--- config.mk ---
export PLATFORM = sky130hd
export DESIGN_NAME = disp_arbiter
export DESIGN_NICKNAME = d
export VERILOG_FILES = /design/src/rtl/disp_arbiter.sv
export SDC_FILE = /design/constraint.sdc
export NUM_CORES = 1
export LEC_CHECK = 0
export CORE_ASPECT_RATIO = 1.75
export CORE_MARGIN = 2
export CORE_UTILIZATION = 51
export DETAILED_ROUTE_END_ITERATION = 7
export PLACE_DENSITY_LB_ADDON = 0.25
export SLEW_MARGIN = 30
export SYNTH_ARGS = -nofsm -noshare
export SYNTH_HDL_FRONTEND = slang
export SYNTH_SLANG_ARGS = --single-unit
--- constraint.sdc ---
create_clock -name clk -period 2.87 [get_ports clk]
set_input_delay 0.574 -clock clk [delete_from_list [all_inputs] [get_ports clk]]
set_output_delay 0.574 -clock clk [all_outputs]
set_load 0.01 [all_outputs]
--- src/rtl/disp_arbiter.sv ---
// disp_arbiter
//   Two-way arbiter for a shared seven-segment display. Requester 0 (core) and
//   requester 1 (debug/status) compete for the display. A granted requester
//   owns it for at least DWELL cycles. After that it can be preempted by the
//   other requester. Ties from IDLE are broken round-robin, and requester 0
//   wins the first tie after reset. All outputs are registered.
//
// Ports
//   clk       : system clock
//   rst       : asynchronous, active-high reset
//   req0      : requester 0 wants the display
//   data0     : requester 0 display value
//   req1      : requester 1 wants the display
//   data1     : requester 1 display value
//   gnt0      : requester 0 currently owns the display
//   gnt1      : requester 1 currently owns the display
//   data_seg  : value driven to the seven-segment driver
//   owner     : index of the last granted requester
module disp_arbiter #(
  parameter int unsigned DWELL = 100000
) (
  input  logic        clk,
  input  logic        rst,
  input  logic        req0,
  input  logic [31:0] data0,
  input  logic        req1,
  input  logic [31:0] data1,
  output logic        gnt0,
  output logic        gnt1,
  output logic [31:0] data_seg,
  output logic        owner
);

  typedef enum logic {
    IDLE = 1'b0,
    OWN  = 1'b1
  } state_t;

  localparam logic [31:0] DWELL_MAX = 32'(DWELL - 1);

  state_t      state_q, state_d;
  logic        rr_q, rr_d;
  logic        owner_d, gnt0_d, gnt1_d;
  logic [31:0] data_d;
  logic [31:0] cnt_q, cnt_d;

  logic        grant_en;
  logic        grant_idx;
  logic        own_req, oth_req;

  // Dwell counter increment that sticks at DWELL-1. An owner that is never
  // challenged therefore stays preemptable forever without the counter wrapping.
  function automatic logic [31:0] sat_inc(input logic [31:0] v);
    if (v >= DWELL_MAX) return DWELL_MAX;
    else                return v + 32'd1;
  endfunction

  assign own_req = owner ? req1 : req0;
  assign oth_req = owner ? req0 : req1;

  always_comb begin
    state_d   = state_q;
    rr_d      = rr_q;
    owner_d   = owner;
    gnt0_d    = gnt0;
    gnt1_d    = gnt1;
    data_d    = data_seg;
    cnt_d     = cnt_q;
    grant_en  = 1'b0;
    grant_idx = owner;

    case (state_q)
      IDLE: begin
        if (req0 || req1) begin
          grant_en  = 1'b1;
          // On a tie, take the requester that was not granted last.
          grant_idx = (req0 && req1) ? ~rr_q : req1;
        end
      end
      OWN: begin
        // Hand over when the dwell has expired. Also hand over when the owner
        // leaves while the other side is waiting, so that no idle cycle is
        // inserted between the two grants.
        if (oth_req && (!own_req || cnt_q == DWELL_MAX)) begin
          grant_en  = 1'b1;
          grant_idx = ~owner;
        end else if (!own_req) begin
          // data_seg keeps the last value shown.
          state_d = IDLE;
          gnt0_d  = 1'b0;
          gnt1_d  = 1'b0;
        end else begin
          data_d = owner ? data1 : data0;
          cnt_d  = sat_inc(cnt_q);
        end
      end
      default: state_d = IDLE;
    endcase

    if (grant_en) begin
      state_d = OWN;
      owner_d = grant_idx;
      rr_d    = grant_idx;
      gnt0_d  = ~grant_idx;
      gnt1_d  = grant_idx;
      data_d  = grant_idx ? data1 : data0;
      cnt_d   = 32'd0;
    end
  end

  always_ff @(posedge clk or posedge rst) begin
    if (rst) begin
      state_q  <= IDLE;
      rr_q     <= 1'b1;
      owner    <= 1'b0;
      gnt0     <= 1'b0;
      gnt1     <= 1'b0;
      data_seg <= 32'h0;
      cnt_q    <= 32'd0;
    end else begin
      state_q  <= state_d;
      rr_q     <= rr_d;
      owner    <= owner_d;
      gnt0     <= gnt0_d;
      gnt1     <= gnt1_d;
      data_seg <= data_d;
      cnt_q    <= cnt_d;
    end
  end

endmodule

* Word level (Yosys, flattened, before mapping)
Cells that the tools add are included.
** Operators by class
- Add/sub/neg operators :: 1
- $mul :: 0
- Div/mod/pow operators :: 0
- Order comparisons :: 1
- Equal/unequal tests :: 3
- Shift operators :: 0
- Multiplexer cells :: 29
- Bitwise logic cells :: 4
- Reductions and logical operators :: 9
** Operators with widths (number)
- $mux 32 :: 11
- $add 32x1->32 const B :: 1
- $eq 32x17->1 const B :: 1
- $ge 32x17->1 const B :: 1
- $mux 1 :: 16
- $reduce_and 3->1 :: 2
- $ne 2x2->1 const B :: 2
- $not 1->1 :: 4
- $pmux 1 s2 :: 2
- $reduce_bool 2->1 :: 2
- $logic_and 1x1->1 :: 2
- $logic_or 1x1->1 :: 2
- $logic_not 1->1 :: 1
** Storage, ports and cells
- Register bits after elaboration :: 69
- Bits in latches :: 0
- RAM bits :: 0
- ROM bits :: 0
- Input port bits :: 68
- Output and inout bits :: 35
- Logic and storage cells :: 54
- Memories kept :: 0

* Longest topological paths before layout
- Depth in word-level cells :: 8
- Depth in mapped cells :: 9
- Mapped depth without buffers :: 7

* Worst setup path after synthesis
Ideal clock, no wire load.
- Kind :: input to register
- Start :: input req0
- End :: register data_seg[0]
- Library setup time :: 0.124 ns
- Arrival time :: 2.111 ns
- Required time :: 2.746 ns
- Setup slack :: 0.635 ns
- Stages :: 9
- Buffers on the path :: 3
- Path through :: clkbuf_1 nor2b_1 o22a_1 clkbuf_1 nand2_1 mux2i_1 buf_2 nor3_1 o31a_1
** Between the ends
- Cells in the longest elaborated chain, start to end :: 8
- Elaborated cells between the ends (all ways) :: 20
- Those cells by class :: 1 x eq/ne; 11 x mux; 8 x reduce/logical
** Ends and longest elaborated chain
- from (decl) :: RTL line 24 : input logic req0,
- $mux 1 :: RTL line 58 : assign own_req = owner ? req1 : req0;
- $logic_not 1->1
- $logic_or 1x1->1 :: RTL line 84 : if (oth_req && (!own_req || cnt_q == DWELL_MAX)) begin
- $logic_and 1x1->1 :: RTL line 84
- $mux 1 :: RTL line 84
- $pmux 1 s2 :: RTL line 72 : case (state_q)
- $ne 2x2->1 (no source line), or another cell as far along
- $reduce_and 3->1 (no source line) / $mux 32 (equally long branches)
- to (signal assigned) :: RTL line 126 : data_seg <= data_d;
- to (decl) :: RTL line 30 : output logic [31:0] data_seg,
Parallel ways exist; a longest one is shown, timed or not.
A chain may end at the register's enable or synchronous reset.

* Worst setup path after layout
- Start :: register cnt_q[13]
- End :: register data_seg[25]
** Between the ends
- Cells in the longest elaborated chain, start to end :: 7
- Elaborated cells between the ends (all ways) :: 13
- Those cells by class :: 2 x eq/ne; 6 x mux; 5 x reduce/logical
** Ends and longest elaborated chain
- from (decl) :: RTL line 45 : logic [31:0] cnt_q, cnt_d;
- from (signal assigned) :: RTL line 127 : cnt_q <= cnt_d;
- $eq 32x17->1 * :: RTL line 84
- $logic_or 1x1->1 * :: RTL line 84
- $logic_and 1x1->1 * :: RTL line 84
- $mux 1 :: RTL line 84
- $pmux 1 s2 :: RTL line 72
- $ne 2x2->1 (no source line), or another cell as far along
- $reduce_and 3->1 (no source line) / $mux 32 (equally long branches)
Every way passes the cells marked *; elsewhere a longest branch is shown, timed or not.

==> metrics.md <==
| Metric | Value |
|---|---|
| Worst Setup SP | cnt_q[13]$_DFFE_PP0P_ |
| Via count | 5,257 |
| Critical path capture point type | flip-flop |
| Number of fill cells in the layout | around 710 |
| Layout Nets | 755 |
| Post-Syn Area | ~0.0045 mm2 |
| Type of the worst min-delay path | flip-flop to flip-flop |
| Number of global-route vias before repair | 5,138 |
| Area Growth Syn to Fin | 34.2% |
| Critical path endpoint | data_seg[25]$_DFFE_PP0P_ |
| Final core occ | between 70% and 80% |
| Inserted Diodes | 0 |
| Fin. max-slew vios | 0 |
| Drt pass-1 iters | 5 |
| Sequential area share after synthesis | 38.2% |
| Post-synthesis register bit count | around 70 |
| Total gr overflow | 0 |
| # clock sinks | 69 |
| Starting Density | around 52% |
| Top post-synthesis cells by count | nor2_1, a21oi_1, dfrtp_1 |
| Drt wl/cell | between 15 and 20 um |
| Max_cap viols | 0 |
| Setup Fix Bufs, Post-CTS | 0 |
| Row count | 45 |
| Register area | between 0.0015 and 0.002 mm2 |
| CTS H-Tree Depth | 3 |
| Async SR Flop Fraction | 100% |
| Share of the synthesized area in the top cell type | 37.6% |
| Mapped Nets | 671 |
| Reg2reg setup slack | 420 ps |
| Leading post-synthesis cells by cell area | dfrtp_1, nor2_1, a21oi_1 |
| Routed wire length | 14.9 mm |
| Num CTS Buffers | 9 |
| FF-to-FF Start | cnt_q[13]$_DFFE_PP0P_ |
| Synth Instances | roughly 600 |
| CTS tree | yes |
| Post-route DRC | 0 |
| Hold_ws | about 520 ps |
| Gpl congestion | between 0.9 and 1 |
| Post-route cell area | 0.00607 mm2 |
| Max VDD drop | roughly 0.00036 V |
| Power Density | 577 mW/mm2 |
| Startpoint types | flip-flop |
| Post-DRT Antenna Nets | 0 |
| DRT iter0 DRCs | 517 |
| CP cell instances | nor4_2 > nand4_1 > nor4_4 > buf_12 > nor2b_2 > buf_12 > a21oi_1 > o31a_1 |
| Post-synthesis simple-gate area fraction | between 20% and 30% |
| Crit path max fanout | 37 |
| Port Buffers | 102 |
| Primary FF master, synth | dfrtp_1 |
| Mux share of post-synthesis cell area | less than 1% |
| Via-to-Cell Ratio | 6.51 |
| Average size of a mapped cell | between 7 and 8 um2 |
| Largest net degree at the start of global routing | 48 |
| Largest area contributor in the netlist | dfrtp_1 |
| Worst-margin pin slew | 575 ps |
| Hpwl dp | 10.2 mm |
| Synth warn | 0 |
| Final setup violation count | 0 |
| Core ar. | ~0.0087 mm2 |
| Multi-input logic area | 0.00259 mm2 |
| Maximum clock frequency | ~410 MHz |
| Fin Setup TNS | 0 ps |
| Slowest CP cell | nor4_2 |
| Fraction of layout cells with a size suffix above 1 | 8.12% |
| Gr usage total | 31.7% |
| Setup WS post-layout | around 420 ps |
| Main combinational cell family by area after synthesis | simple AND/OR/NAND/NOR gates |
| Post-synthesis cell type count | 48 |
| Final hold viol count | 0 |
| LEAKAGE | 2.41 nW |
| Placed cells | 792 |
| RSZ-0062 raised after global routing | no |
| Slew headroom | 61.5% |
| Synth Area in Compound Gates | 27.6% |
| Top-count cell post-synth | nor2_1 |
| Power Total | ~3.5 mW |
| Worst EP arrival | 2710 ps |
| Hold Buf Count CTS | 0 |
| Worst endpoint required time | 3130 ps |
| CTS Root Cell | clkbuf_16 |
| Worst clock skew | 8.44 ps |
| Top-level port count | 103 |
| Number of gates resized after cts | 0 |
| Hold Crit Depth | 2 |
| Clk slew on worst S/H paths | 50 ps |
| Post-synth EDFFs | 0 |
| CP peak stage delay | between 400 and 500 ps |
| XOR/XNOR share of the synthesized area | less than 1% |
| Reg2reg end | data_seg[25]$_DFFE_PP0P_ |
| Placed instance area | around 0.0058 mm2 |
| Worst r2r path cells | 8 |
| Non-Filler Instances | roughly 810 |
| Antenna violations before repair | 0 |
| Min Tclk post-route | ~2400 ps |
| Die Wd | between 70 and 80 um |
| Die area | just under 0.01 mm2 |
| First-pass GRT wire length | about 24 mm |
| Worst-case clock buffer depth | 2 |
| Status | completed |
| Period utilization | 85.3% |
| Place WS | 195 ps |
| Crit Path Class | flip-flop to flip-flop |
| Post-Synth Adder-Cell Area | 0.277% |
| Clock Latency Late Sink | 330 ps |
| Crit path top cell by count | buf_12 |
| Die Y | 129 um |
-- power breakdown --
part	internal (mW)	switching [mW]	total, mW
combinational	0.549	0.552	1.10
clock	0.778	0.411	1.19
sequential	1.10	0.109	1.21
total	2.43	1.07	3.50
-- cell usage in the layout (no fill, tap or decap), drive strengths merged, types with 2 or more instances in the layout --
| cell type | Yosys | routed |
|---|---|---|
| nor2 | 120 | 120 |
| clkdlybuf4s50 | 0 | 102 |
| a21oi | 83 | 83 |
| dfrtp | 68 | 68 |
| nand2 | 58 | 58 |
| nor3 | 39 | 39 |
| o22ai | 33 | 33 |
| o31a | 32 | 32 |
| buf | 18 | 23 |
| nand3 | 13 | 13 |
| and3 | 12 | 12 |
| o21ai | 12 | 12 |
| clkbuf | 34 | 11 |
| nand4 | 10 | 10 |
| a31oi | 10 | 10 |
| nor4 | 9 | 9 |
| inv | 7 | 7 |
| o221a | 6 | 6 |
| and2 | 4 | 4 |
| nand2b | 2 | 2 |
| nor3b | 2 | 2 |
| a22o | 2 | 2 |
| a21o | 2 | 2 |
| a32o | 2 | 2 |
| xnor2 | 2 | 2 |
| bufinv | 0 | 2 |
| nor2b | 2 | 2 |
| mux2i | 2 | 2 |
-- worst max-delay path, delay by kind of cell (launching register included) --
kind            cells  cell delay, ps
compound gates      2             370
buf+inv             2             420
flops               1             440
simple gates        4            1120
-- flip-flops by register name (all words and copies together), names as in the netlist --
signal / count
rr_q: 1
gnt0: 1
state_q: 1
data_seg: 32
cnt_q: 32
gnt1: 1
owner: 1
-- cell type report --
type                            count  share of cell area [%]
Sequential cell                    69                    28.5
Timing Repair Buffer              125                    20.9
Tap cell                          117                    2.41
Inverter                            7                   0.433
Clock buffer                       11                    4.00
Multi-Input combinational cell    474                    42.6
Clock inverter                      4                    1.20
-- per-layer routing --
metal,track usage [%],part of all wire [%]
met2,55.2,53
met1,36.0,35
met5,0,0
met3,5.40,7.1
met4,16.4,4.2
-- how the worst min path moves through the flow --
stage                                startpoint               endpoint
final                          rr_q$_DFFE_PP1P_       rr_q$_DFFE_PP1P_
after global routing           gnt0$_DFFE_PP0P_       gnt0$_DFFE_PP0P_
after CTS                 cnt_q[21]$_DFFE_PP0P_  cnt_q[21]$_DFFE_PP0P_
after detailed placement       rr_q$_DFFE_PP1P_       rr_q$_DFFE_PP1P_
after global placement    cnt_q[21]$_DFFE_PP0P_  cnt_q[21]$_DFFE_PP0P_
after floorplan           cnt_q[31]$_DFFE_PP0P_  cnt_q[31]$_DFFE_PP0P_
-- logic make-up (layout without fill, tap and decap cells) --
logic type	Yosys count	in the layout
flops	69	69
buf+inv	59	147
simple gates	275	275
xor+xnor	2	2
mux	2	2
compound gates	194	194
fa+ha+maj	1	1
Note: power is estimated with default switching activity, not from simulation.
